### config.mk
export PLATFORM = sky130hd
export DESIGN_NAME = ife_deser_rx_flat
export DESIGN_NICKNAME = d
export VERILOG_FILES = /design/src/rtl/ife_deser_pkg.sv /design/src/rtl/ife_deser_rx_if.sv /design/src/rtl/ife_deser_shreg.sv /design/src/rtl/ife_deser_rx.sv /design/src/flat_wrapper.sv
export SDC_FILE = /design/constraint.sdc
export NUM_CORES = 1
export LEC_CHECK = 0
export BUFFER_PORTS_ARGS = -buffer_cell sky130_fd_sc_hd__buf_2
export CAP_MARGIN = 10
export CORE_ASPECT_RATIO = 1.5
export CORE_MARGIN = 8
export CORE_UTILIZATION = 38
export DETAILED_ROUTE_END_ITERATION = 10
export PLACE_DENSITY = 0.59
export SLEW_MARGIN = 15
export SYNTH_ARGS = -nofsm -noshare
export SYNTH_HDL_FRONTEND = slang
export SYNTH_SLANG_ARGS = --single-unit
export TNS_END_PERCENT = 30
### constraint.sdc
create_clock -name ECLK -period 1.9 [get_ports ECLK]
set_input_delay 0 -clock ECLK [delete_from_list [all_inputs] [get_ports ECLK]]
set_output_delay 0 -clock ECLK [all_outputs]
set_load 0.005 [all_outputs]
### src/rtl/ife_deser_pkg.sv
// ife_deser_pkg: shared types, defaults and the counter-width helper for the deserializer
package ife_deser_pkg;
  typedef enum logic {HUNT, LOCK} state_e;
  localparam int DEF_WIDTH = 8;
  localparam logic [7:0] DEF_SYNC_WORD = 8'hB8;
  function automatic int clog2(input int n);
    int r;
    r = 0;
    while ((1 << r) < n) r++;
    return r;
  endfunction
endpackage

### src/rtl/ife_deser_rx_if.sv
// ife_deser_rx_if: serial input / framed output bundle for ife_deser_rx
//   D, SP, HUNT_REQ, SLIP (IFE_DESER_BITSLIP_EN only) : driven by master
//   Q, QV, LOCKED                                      : driven by slave (the deserializer)
interface ife_deser_rx_if #(parameter int WIDTH = ife_deser_pkg::DEF_WIDTH);
  logic D;
  logic SP;
  logic HUNT_REQ;
`ifdef IFE_DESER_BITSLIP_EN
  logic SLIP;
`endif
  logic [WIDTH-1:0] Q;
  logic QV;
  logic LOCKED;
  modport master (
    output D, SP, HUNT_REQ,
`ifdef IFE_DESER_BITSLIP_EN
    output SLIP,
`endif
    input Q, QV, LOCKED
  );
  modport slave (
    input D, SP, HUNT_REQ,
`ifdef IFE_DESER_BITSLIP_EN
    input SLIP,
`endif
    output Q, QV, LOCKED
  );
endinterface

### src/rtl/ife_deser_shreg.sv
// ife_deser_shreg: SP-enabled serial shift register with synchronous clear, exposes next value
//   clk, rst : clock, synchronous active-high clear
//   en_i     : shift enable
//   d_i      : serial bit entering at the LSB
//   nxt_o    : WIDTH-bit window including the incoming bit
module ife_deser_shreg #(
  parameter int WIDTH = 8
) (
  input  logic             clk,
  input  logic             rst,
  input  logic             en_i,
  input  logic             d_i,
  output logic [WIDTH-1:0] nxt_o
);
  // The oldest bit falls out as nxt is formed, so only WIDTH-1 bits need storage.
  logic [WIDTH-2:0] shreg_q;
  assign nxt_o = {shreg_q, d_i};
  always_ff @(posedge clk)
    if (rst) shreg_q <= '0;
    else if (en_i) shreg_q <= nxt_o[WIDTH-2:0];
endmodule

### src/rtl/ife_deser_rx.sv
// ife_deser_rx: serial receiver that hunts for SYNC_WORD then frames WIDTH-bit words
//   ECLK : edge clock, rising edge
//   CD   : synchronous active-high reset
//   bus  : ife_deser_rx_if slave (D, SP, HUNT_REQ, [SLIP] in; Q, QV, LOCKED out)
//   IFE_DESER_BITSLIP_EN : enables SLIP (hold the word counter for one sample in LOCK)
module ife_deser_rx
  import ife_deser_pkg::*;
#(
  parameter int               WIDTH     = DEF_WIDTH,
  parameter logic [WIDTH-1:0] SYNC_WORD = WIDTH'(DEF_SYNC_WORD)
) (
  input  logic          ECLK,
  input  logic          CD,
  ife_deser_rx_if.slave bus
);
  localparam int CW = clog2(WIDTH);
  state_e           state_q, state_d;
  logic [CW-1:0]    cnt_q, cnt_d;
  logic [WIDTH-1:0] q_q, q_d, nxt;
  logic             qv_q, qv_d, slip, wrap;
`ifdef IFE_DESER_BITSLIP_EN
  assign slip = bus.SLIP;
`else
  assign slip = 1'b0;
`endif
  ife_deser_shreg #(.WIDTH(WIDTH)) u_shreg (
    .clk  (ECLK),
    .rst  (CD),
    .en_i (bus.SP),
    .d_i  (bus.D),
    .nxt_o(nxt)
  );
  assign wrap = cnt_q == CW'(WIDTH - 1);
  // HUNT_REQ beats both a sync match and a completing word; SLIP stalls the counter.
  always_comb begin
    state_d = state_q;
    cnt_d   = cnt_q;
    q_d     = q_q;
    qv_d    = 1'b0;
    if (bus.SP) begin
      if (bus.HUNT_REQ) begin
        state_d = HUNT;
        cnt_d   = '0;
      end else if (state_q == HUNT) begin
        state_d = nxt == SYNC_WORD ? LOCK : HUNT;
        cnt_d   = '0;
      end else if (!slip) begin
        cnt_d = wrap ? '0 : cnt_q + CW'(1);
        q_d   = wrap ? nxt : q_q;
        qv_d  = wrap;
      end
    end
  end
  always_ff @(posedge ECLK)
    if (CD) begin
      state_q <= HUNT;
      cnt_q   <= '0;
      q_q     <= '0;
      qv_q    <= 1'b0;
    end else begin
      state_q <= state_d;
      cnt_q   <= cnt_d;
      q_q     <= q_d;
      qv_q    <= qv_d;
    end
  assign bus.Q      = q_q;
  assign bus.QV     = qv_q;
  assign bus.LOCKED = state_q == LOCK;
endmodule

### src/flat_wrapper.sv
// flat-port wrapper written by rule: the top's interface ports become plain ports
module ife_deser_rx_flat import ife_deser_pkg::*;
#(
  parameter int               WIDTH     = DEF_WIDTH,
  parameter logic [WIDTH-1:0] SYNC_WORD = WIDTH'(DEF_SYNC_WORD)
)
  (ECLK, CD, bus_D, bus_SP, bus_HUNT_REQ, bus_Q, bus_QV, bus_LOCKED);
  ife_deser_rx_if #(.WIDTH(WIDTH)) bus_i ();
  input  logic ECLK;
  input  logic CD;
  input wire logic [$bits(bus_i.D)-1:0] bus_D;
  input wire logic [$bits(bus_i.SP)-1:0] bus_SP;
  input wire logic [$bits(bus_i.HUNT_REQ)-1:0] bus_HUNT_REQ;
  output wire logic [$bits(bus_i.Q)-1:0] bus_Q;
  output wire logic [$bits(bus_i.QV)-1:0] bus_QV;
  output wire logic [$bits(bus_i.LOCKED)-1:0] bus_LOCKED;
  assign bus_i.D = bus_D;
  assign bus_i.SP = bus_SP;
  assign bus_i.HUNT_REQ = bus_HUNT_REQ;
  assign bus_Q = bus_i.Q;
  assign bus_QV = bus_i.QV;
  assign bus_LOCKED = bus_i.LOCKED;
  ife_deser_rx #(.WIDTH(WIDTH), .SYNC_WORD(SYNC_WORD)) u_core (.ECLK(ECLK), .CD(CD), .bus(bus_i));
endmodule
==> summary.md, run 1 <==
| Metric | Value |
|---|---|
| Outcome | finished, final reports clean |
| Deepest clock path buffer count | 2 |
| Post-Syn Area | 803 um^2 |
| Fillers | 213 |
| Slowest cell on crit path | dfxtp_1 |
| Layout cells sized above 1 | 0.273 |
| I/O pin count | 15 |
| Max Cap Viol | 0 |
| Final non-filler cell total | 121 |
| Placement Rows | 20 |
| Commonest cells after routing, fill and taps aside | dfxtp_1 (20), nand2_1 (17), buf_2 (14) |
| Residual DRC | 0 |
| Power Density | between 700 and 800 mW/mm^2 |
| Largest family of logic cells by synthesized area | simple AND/OR/NAND/NOR gates |
| Die height | 72.3 um |
| Worst slew margin | 0.712 |
| Critical Path RT | roughly 2.2 ns |
| Max incr delay on CP | 0.37 ns |
| Chip Width | around 54 um |
| Fin Clk Skew | 0.00347 ns |
| Commonest non-fill, non-tap cell in the layout | dfxtp_1 |
| Setup tns final | 0 ns |
| CP delay by family, top | simple AND/OR/NAND/NOR gates |
| Xor and xnor area share after synthesis | 0 |
| Unrepaired setup endpoints after global routing | no |
| Total grt overflow | 0 |
| Critical path arrival | 1.63 ns |
| Final Max Tran Viols | 0 |
| ANT cells | 0 |
| Die Area | 0.00387 mm^2 |
| Fin crit share | 0.724 |
| Endpoints failing setup | 0 |
| Post-synth cell types | 17 |
| CTS Buf Count | 3 |
| CTS tree | yes |
| # nets final | 107 |
| Crit. End Element | register |
| Via density | about 5.1 |
| IO Port Bufs | 14 |
| All-Layer GR Usage | 0.0835 |
| First-pass GRT wire length | 2440 um |
| Post-synthesis sequential area ratio | 0.498 |
| Max Clk Rate | 727 MHz |
| Vias in the first global route | 560 |
| Clk root buf | clkbuf_4 |
| Compound-Gate Fraction of Synth Area | 0.118 |
| Startpoint Class | register |
| Hold WS | 0.0448 ns |
| Post-CTS setup buffers | 0 |
| Core ar. | 0.00203 mm^2 |
| Initial DRC count | 3 |
| Minimum clock period | between 1 and 1.5 ns |
| Detailed-route via count | 612 |
| Simple-Gate Fraction of Synth Area | 0.224 |
| Cells after DPL | between 100 and 150 |
| M1 WL | between 600 and 700 um |
| Detailed Route WL | 1500 um |
| Crit path cell chain | ha_1 -> ha_1 -> and4b_1 -> nand2_1 -> a21oi_2 |
| Worst Max-Slew Pin Slew | ~0.43 ns |
| Critical path buffer and inverter count | 0 |
| Initial Utilization | 0.396 |
| Worst-Skew Late Latency | 0.31 ns |
| 1st-pass router iterations | 2 |
| Routed WL per cell | between 10 and 15 um |
| Largest net degree at the start of global routing | 21 |
| Setup CP Type | register to register |
| Syn Nets | 92 |
| Min-Delay Path Class | input port to register |
| Worst Path Max Fanout | 8 |
| GP Congestion | a little over 0.7 |
| DR top layer | met4 |
| Post-synthesis adder-cell area fraction | 0.0312 |
| Sink Count | 20 |
| ANT nets after route | 0 |
| Antenna violations before repair | 0 |
| Met3 Routed Length | 48 um |
| Peak VDD IR | 505 uV |
| Synth Warn # | 0 |
| Syn Inst Count | 85 |
| Met2 WL | 744 um |
| CP most frequent cell | ha_1 |
| CTS clk-pin slew, worst paths | ~0.11 ns |
| Syn-to-layout area delta | 13.9% |
| LEAKAGE | 0.380 nW |
| Mux share of post-synthesis cell area | 0.0872 |
| Yosys reg bits | 20 |
| DP Wirelength | 1080 um |
| H-tree depth | 1 |
| Final hold vios | 0 |
| Avg Inst Size Synth | approximately 9.5 um^2 |
[metal layers]
metal	track usage	up-vias
met3	0.0184	5
met5	0	-
met1	0.0912	280
li1	-	315
met4	0.0676	0
met2	0.131	12
[power breakdown]
| group | switching, W | internal, W |
|---|---|---|
| clock | 0.000133 | 0.000117 |
| combinational | 0.0000187 | 0.0000118 |
| sequential | 0.00000256 | 0.000422 |
[cells by family (layout without fill, tap and decap cells)]
kind of cell | count (synthesis) | count (layout)
buffers and inverters | 5 | 19
muxes | 7 | 7
and+or+nand+nor | 38 | 38
adders and majority gates | 2 | 2
DFF | 20 | 20
AOI/OAI and AO/OA | 13 | 13
[worst reg2reg max path, cell delays in order (launching register included)]
cell and delay, ns:
dfxtp_1 0.37, ha_1 0.16, ha_1 0.19, and4b_1 0.37
nand2_1 0.12, a21oi_2 0.12
[sequential cells by signal, indices dropped and copies added (netlist names)]
signal,cells
u_core.bus.QV,1
u_core.cnt_q,3
u_core.bus.Q,8
u_core.bus.LOCKED,1
u_core.u_shreg.shreg_q,7
[cell type report]
cell class                      count  area, um^2  share of cell area
Timing Repair Buffer               15        80.1              0.0876
Tap cell                           22        27.5              0.0301
Multi-Input combinational cell     60         370               0.405
Clock buffer                        4        36.3              0.0397
Sequential cell                    20         400               0.438
[stage by stage]
stage | setup WS [ns] | total power (W) | area, um^2 | util
floorplan | 0.658 | 0.000457 | 803 | -
CTS | 0.486 | 0.000714 | 915 | 0.451
finish | 0.524 | 0.000705 | 915 | 0.451
global placement | 0.580 | 0.000462 | 868 | 0.428
global route | 0.352 | 0.000728 | 915 | 0.451
detailed placement | 0.518 | 0.000463 | 868 | 0.428
[path summary, 6_finish.rpt]
path                                     start                            to  slack [ns]  depth (start not counted)
setup / recovery  u_core.cnt_q[0]$_SDFFE_PP0P_  u_core.bus.Q[1]$_SDFFE_PP0P_        0.52                          5
setup reg to reg  u_core.cnt_q[0]$_SDFFE_PP0P_  u_core.bus.Q[1]$_SDFFE_PP0P_        0.52                          5
hold / removal                    bus_HUNT_REQ  u_core.cnt_q[2]$_SDFFE_PP0P_        0.04                          4
hold reg to reg   u_core.bus.Q[2]$_SDFFE_PP0P_  u_core.bus.Q[2]$_SDFFE_PP0P_        0.47                          2
[cell usage after synthesis]
cell | n | area, um^2
mux2i_1 | 7 | 70.1
o21ai_0 | 1 | 5.00
nor2b_1 | 1 | 6.26
buf_4 | 3 | 22.5
a21oi_1 | 4 | 20.0
nand3_1 | 4 | 20.0
and4b_1 | 1 | 10.0
nand4b_2 | 1 | 15.0
a21oi_2 | 8 | 70.1
nand2b_1 | 3 | 18.8
ha_1 | 2 | 25.0
nor2_1 | 9 | 33.8
nand4_1 | 1 | 6.26
buf_2 | 2 | 10.0
dfxtp_1 | 20 | 400
nor4_1 | 1 | 6.26
nand2_1 | 17 | 63.8
[timing repair]
| action | in CTS | in global routing |
|---|---|---|
| hold buffers | 1 | 0 |
| gates resized for setup | 0 | 0 |
| hold endpoints to repair | 2 | 0 |
(Power assumes the default switching activity.)
==> inputs of run 2 (changes only) <==
==> constraint.sdc (replaced) <==
create_clock -name ECLK -period 1.3 [get_ports ECLK]
set_input_delay 0 -clock ECLK [delete_from_list [all_inputs] [get_ports ECLK]]
set_output_delay 0 -clock ECLK [all_outputs]
set_load 0.005 [all_outputs]
==> run 2 against run 1 <==
Worst hold slack improved by 0.020 ns. Design area rose by 5.5%. Via count up 0.82%. Combinational power is 59% higher. Sequential power is 46% higher. Non-clock buffer count is 2 higher. Critical path depth unchanged. Power increased by 46%. Core utilization is 2.5 points higher. Worst setup slack worse by 0.46 ns. Critical path type unchanged. Largest cell class unchanged.
==> summary.md, run 2 (same netlist as run 1, synthesis figures left out) <==
| Metric | Value |
|---|---|
| Clk root buf | clkbuf_4 |
| Clock share of power | 0.349 (-0.006) |
| All-Layer GR Usage | 0.0892 (+0.00570) |
| LEAKAGE | 0.395 nW (+3.9%) |
| I/O pin count | 15 (unchanged) |
| Via density | 5.02 (-0.82%) |
| Crit. End Element | register |
| Endpoints failing setup | 0 (unchanged) |
| Unrepaired setup endpoints after global routing | no |
| Commonest non-fill, non-tap cell in the layout | dfxtp_1 |
| ANT nets after route | 0 (unchanged) |
| Antenna violations before repair | 0 (unchanged) |
| CTS Buf Count | 3 (unchanged) |
| Reg area | 403 um^2 (+0.62%) |
| 1st-pass router iterations | 2 (unchanged) |
| Internal | 0.000807 W (+47%) |
| Syn-to-layout area delta | 20.1% |
| Worst slew margin | 0.719 (+0.00706) |
| Max reg flops | 8 (unchanged) |
| Sw frac | 0.215 (-0.00464) |
| Initial DRC count | 7 (+4) |
| Chip Width | 53.5 um (unchanged) |
| Max Clk Rate | 811 MHz (+12%) |
| Hold WS | 0.0647 ns (+0.0199 ns) |
| ANT cells | 0 (unchanged) |
| DP Wirelength | 1130 um (+3.9%) |
| Worst-Skew Late Latency | 0.30 ns (about the same) |
| Combinational power share | 0.047 (+0.004) |
| Residual DRC | 0 (unchanged) |
| CTS clk-pin slew, worst paths | 0.11 ns (about the same) |
| Critical Path RT | 1.54 ns (-0.61 ns) |
| Largest net degree at the start of global routing | 21 (unchanged) |
| Fin Clk Skew | 0.00152 ns (-0.00195 ns) |
| First-pass GRT wire length | 2610 um (+7.1%) |
| # nets final | 109 (+1.9%) |
| Fillers | 200 (-6.1%) |
| Deepest clock path buffer count | 2 (unchanged) |
| Hold Path Origin | bus_HUNT_REQ |
| Max Cap Viol | 0 (unchanged) |
| Startpoint Class | register |
| Peak VDD IR | 579 uV (+15%) |
| CTS tree | yes |
| Footprint of the multi-input gates | 403 um^2 (+8.8%) |
| Sink Count | 20 (unchanged) |
| Final Max Tran Viols | 0 (unchanged) |
| Fin crit share | 0.948 (+0.224) |
| Flop pwr share | 0.604 (+0.002) |
| Detailed-route via count | 617 (+0.82%) |
| Total power | 0.00103 W (+46%) |
| Minimum clock period | 1.23 ns (-0.143 ns) |
| Worst Max-Slew Pin Slew | 0.422 ns (-0.0106 ns) |
| Net load switching power | 0.000220 W (+43%) |
| Die Area | 0.00387 mm^2 (unchanged) |
| Power Density | 1060 mW/mm^2 (+38%) |
| GP Congestion | 0.799 (+12%) |
| Die height | 72.3 um (unchanged) |
| Outcome | finished, final reports clean |
| Critical path origin | u_core.cnt_q[0]$_SDFFE_PP0P_ |
| Commonest cells after routing, fill and taps aside | dfxtp_1 (18), nand2_1 (15), buf_2 (14) |
| Vias in the first global route | 571 (+2.0%) |
| Reg2reg start | u_core.cnt_q[0]$_SDFFE_PP0P_ |
| Worst Path Max Fanout | 8 (unchanged) |
| Total grt overflow | 0 (unchanged) |
| IO Port Bufs | 14 (unchanged) |
| Setup tns final | 0 ns (unchanged) |
| Setup CP Type | register to register |
| Layout cells sized above 1 | 0.356 (+0.0837) |
| Placement Rows | 20 (unchanged) |
| Min-Delay Path Class | input port to register |
| Initial Utilization | 0.396 (unchanged) |
| Detailed Route WL | 1560 um (+3.6%) |
| H-tree depth | 1 (unchanged) |
| Routed WL per cell | 12.7 um (+1.9%) |
| Final hold vios | 0 (unchanged) |
| Core ar. | 0.00203 mm^2 (unchanged) |
| Critical path arrival | 1.47 ns (-0.16 ns) |
[run 2: routing by layer]
metal / global-route usage / vias up / wire, um
met4: 0.0507 / 0 / 26
met3: 0.0286 / 4 / 68
li1: - / 319 / -
met2: 0.134 / 11 / 752
met1: 0.107 / 283 / 709
met5: 0 / - / 0
[run 2: final cells by class]
| cell class | instances | area share |
|---|---|---|
| Timing Repair Buffer | 17 | 0.0986 |
| Multi-Input combinational cell | 60 | 0.418 |
| Tap cell | 22 | 0.0285 |
| Sequential cell | 20 | 0.418 |
| Clock buffer | 4 | 0.0376 |
[run 2: critical path, stage by stage, from the launching register on]
cell     delay [ns]
dfxtp_2        0.35
ha_2           0.18
ha_4           0.15
and4b_4        0.30
nand2_2        0.07
a21oi_2        0.12
[run 2: final timing paths]
path | cells past startpoint | endpoint | slack (ns)
setup / recovery | 5 | u_core.bus.Q[4]$_SDFFE_PP0P_ | 0.07
hold / removal | 4 | u_core.bus.LOCKED$_SDFFE_PP0P_ | 0.06
setup reg to reg | 5 | u_core.bus.Q[4]$_SDFFE_PP0P_ | 0.07
hold reg to reg | 2 | u_core.bus.Q[7]$_SDFFE_PP0P_ | 0.47
[run 2: power by group through the flow]
| stage | Sequential (W) | Clock [W] | Combinational [W] |
|---|---|---|---|
| 6_report | 0.000620 | 0.000359 | 0.0000486 |
| 3_3_place_gp | 0.000634 | 0 | 0.0000444 |
| 2_1_floorplan | 0.000633 | 0 | 0.0000355 |
| 5_1_grt | 0.000621 | 0.000394 | 0.0000534 |
| 3_5_place_dp | 0.000634 | 0 | 0.0000448 |
| 4_1_cts | 0.000620 | 0.000371 | 0.0000484 |
[run 2: per-stage QoR]
step / util / instance area, um^2 / instances / setup slack [ns]
global route: 0.476 / 965 / 123 / 0.00974
floorplan: - / 803 / 85 / 0.0579
global placement: 0.436 / 883 / 118 / -0.0141
CTS: 0.470 / 953 / 123 / 0.000614
finish: 0.476 / 965 / 123 / 0.0670
detailed placement: 0.436 / 883 / 118 / -0.0536
[run 2: repair_timing]
action                                  CTS  global route
resized for setup                         5             5
endpoints found under the setup margin    8             8
endpoints found under the hold margin     2             0
hold buffers                              1             0
buffers inserted                          0             0
==> inputs of run 3 (changes only) <==
--- a/config.mk
+++ b/config.mk
@@ -7,7 +7,6 @@
 export LEC_CHECK = 0
 export BUFFER_PORTS_ARGS = -buffer_cell sky130_fd_sc_hd__buf_2
 export CAP_MARGIN = 10
-export CORE_ASPECT_RATIO = 1.5
 export CORE_MARGIN = 8
 export CORE_UTILIZATION = 38
 export DETAILED_ROUTE_END_ITERATION = 10
==> run 3 against run 2 <==
Via count increased by 1.1%. Clock-buffer cell count shrank 1. Global-route usage increased by 0.14 points. Power fell by 8.4%. Cell count grew 4.1%. Highest routed layer unchanged.
==> summary.md, run 3 (same netlist as run 1, synthesis figures left out) <==
| Metric | Value |
|---|---|
| Setup CP Type | register to register |
| Critical path buffer and inverter count | 0 (unchanged) |
| Fin crit share | 0.953 (+0.00441) |
| # nets final | 110 (+0.92%) |
| Max incr delay on CP | 0.37 ns (+0.02 ns) |
| Antenna violations before repair | 0 (unchanged) |
| Commonest non-fill, non-tap cell in the layout | dfxtp_1 |
| Clock share of power | 0.289 (-0.060) |
| Residual DRC | 0 (unchanged) |
| Internal | 0.000744 W (-7.8%) |
| Power Density | 960 mW/mm^2 (-9.8%) |
| I/O pin count | 15 (unchanged) |
| Flop pwr share | 0.660 (+0.056) |
| Worst slew margin | 0.697 (-0.0215) |
| Total power | 0.000941 W (-8.4%) |
| Largest net degree at the start of global routing | 21 (unchanged) |
| CTS tree | yes |
| Sw frac | 0.209 (-0.00522) |
| H-tree depth | 1 (unchanged) |
| Final non-filler cell total | 128 (+4.1%) |
| Deepest clock path buffer count | 2 (unchanged) |
| Sink Count | 20 (unchanged) |
| Combinational power share | 0.052 (+0.005) |
| CP most frequent cell | ha_4 |
| LEAKAGE | 0.395 nW (about the same) |
| ANT nets after route | 0 (unchanged) |
| Max reg flops | 8 (unchanged) |
| 1st-pass router iterations | 4 (+2) |
| Clk root buf | clkbuf_4 |
| Layout cells sized above 1 | 0.376 (+0.0198) |
| Placement Rows | 16 (-20%) |
| Die Area | 0.00384 mm^2 (-0.79%) |
| Worst Path Max Fanout | 8 (unchanged) |
| Fillers | 192 (-4.0%) |
| Worst-Skew Late Latency | 0.29 ns (about the same) |
| Unrepaired setup endpoints after global routing | no |
| Chip Width | 62.0 um (+16%) |
| Endpoints failing setup | 0 (unchanged) |
| Total grt overflow | 0 (unchanged) |
| Syn-to-layout area delta | 22.0% |
| Initial DRC count | 15 (+8) |
| Max Clk Rate | 807 MHz (-0.46%) |
| All-Layer GR Usage | 0.0906 (+0.00137) |
| CTS Buf Count | 3 (unchanged) |
| Outcome | finished, final reports clean |
| Slowest cell on crit path | dfxtp_2 |
| Detailed Route WL | 1580 um (+1.3%) |
| CP delay by family, top | simple AND/OR/NAND/NOR gates |
| Vias in the first global route | 560 (-1.9%) |
| Worst Max-Slew Pin Slew | 0.454 ns (+0.0323 ns) |
| Fin Clk Skew | 0.00115 ns (-0.000366 ns) |
| Critical Path RT | 1.53 ns (about the same) |
| CTS clk-pin slew, worst paths | 0.09 ns (-0.02 ns) |
| Final Max Tran Viols | 0 (unchanged) |
| Detailed-route via count | 624 (+1.1%) |
| ANT cells | 0 (unchanged) |
| Critical path arrival | 1.47 ns (about the same) |
| Crit. End Element | register |
| Cells after DPL | 123 (+4.2%) |
| Core ar. | 0.00198 mm^2 (-2.2%) |
| Initial Utilization | 0.405 (+0.00901) |
| Via density | 4.88 (-2.8%) |
| Die height | 62.0 um (-14%) |
| Max Cap Viol | 0 (unchanged) |
| Startpoint Class | register |
| Final hold vios | 0 (unchanged) |
| Crit path cell chain | ha_4 -> ha_4 -> and4b_4 -> nand2_1 -> a21oi_2 |
| Minimum clock period | 1.24 ns (+0.00573 ns) |
| Min-Delay Path Class | input port to register |
| Routed WL per cell | 12.3 um (-2.6%) |
| Core Util, Final | 0.494 (+0.0184) |
| Peak VDD IR | 582 uV (+0.64%) |
| IO Port Bufs | 14 (unchanged) |
| Commonest cells after routing, fill and taps aside | dfxtp_1 (18), buf_2 (14), nand2_1 (13) |
| First-pass GRT wire length | 2550 um (-2.1%) |
| Net load switching power | 0.000197 W (-11%) |
| GP Congestion | 0.690 (-14%) |
[run 3: power groups by stage]
stage,Combinational (W),Sequential (W),Clock [W]
CTS,0.0000468,0.000620,0.000288
floorplan,0.0000355,0.000633,0
finish,0.0000487,0.000620,0.000272
global placement,0.0000446,0.000634,0
global route,0.0000527,0.000621,0.000320
detailed placement,0.0000442,0.000634,0
[run 3: metal layers]
layer  GRT usage  part of all wire
met5           0                 0
met3      0.0370             0.048
met1       0.112              0.48
met4      0.0390             0.015
met2       0.134              0.46
[run 3: worst paths after layout]
kind	startpoint	to	slack, ns	depth (start not counted)
min	bus_SP	u_core.cnt_q[0]$_SDFFE_PP0P_	0.03	3
max reg2reg	u_core.cnt_q[0]$_SDFFE_PP0P_	u_core.bus.Q[2]$_SDFFE_PP0P_	0.06	5
min reg2reg	u_core.bus.Q[1]$_SDFFE_PP0P_	u_core.bus.Q[1]$_SDFFE_PP0P_	0.47	2
max	u_core.cnt_q[0]$_SDFFE_PP0P_	u_core.bus.Q[2]$_SDFFE_PP0P_	0.06	5
[run 3: through the flow]
step                instance area [um^2]  hold slack, ns  TNS (ns)  setup slack, ns
floorplan                            803           0.145         0           0.0579
finish                               980          0.0328         0           0.0613
global route                         980          0.0182         0           0.0116
global placement                     890           0.287         0           0.0144
CTS                                  923          0.0176         0           0.0133
detailed placement                   890           0.290  -0.00734         -0.00734
[run 3: final cells by class]
type / count / area, um^2 / share of cell area
Clock buffer: 3 / 22.5 / 0.0230
Multi-Input combinational cell: 60 / 418 / 0.427
Sequential cell: 20 / 403 / 0.411
Tap cell: 27 / 33.8 / 0.0345
Timing Repair Buffer: 18 / 103 / 0.105
[run 3: worst reg2reg max path: stages, from the launching register on]
cell and delay (ns):
dfxtp_2 0.37, ha_4 0.15, ha_4 0.15, and4b_4 0.30
nand2_1 0.10, a21oi_2 0.11
[run 3: what timing repair did]
item | 4_1_cts | 5_1_grt
setup endpoints to repair | 8 | 8
gates resized for setup | 1 | 12
setup buffers | 0 | 1
hold buffers | 1 | 0
endpoints found under the hold margin | 2 | 0
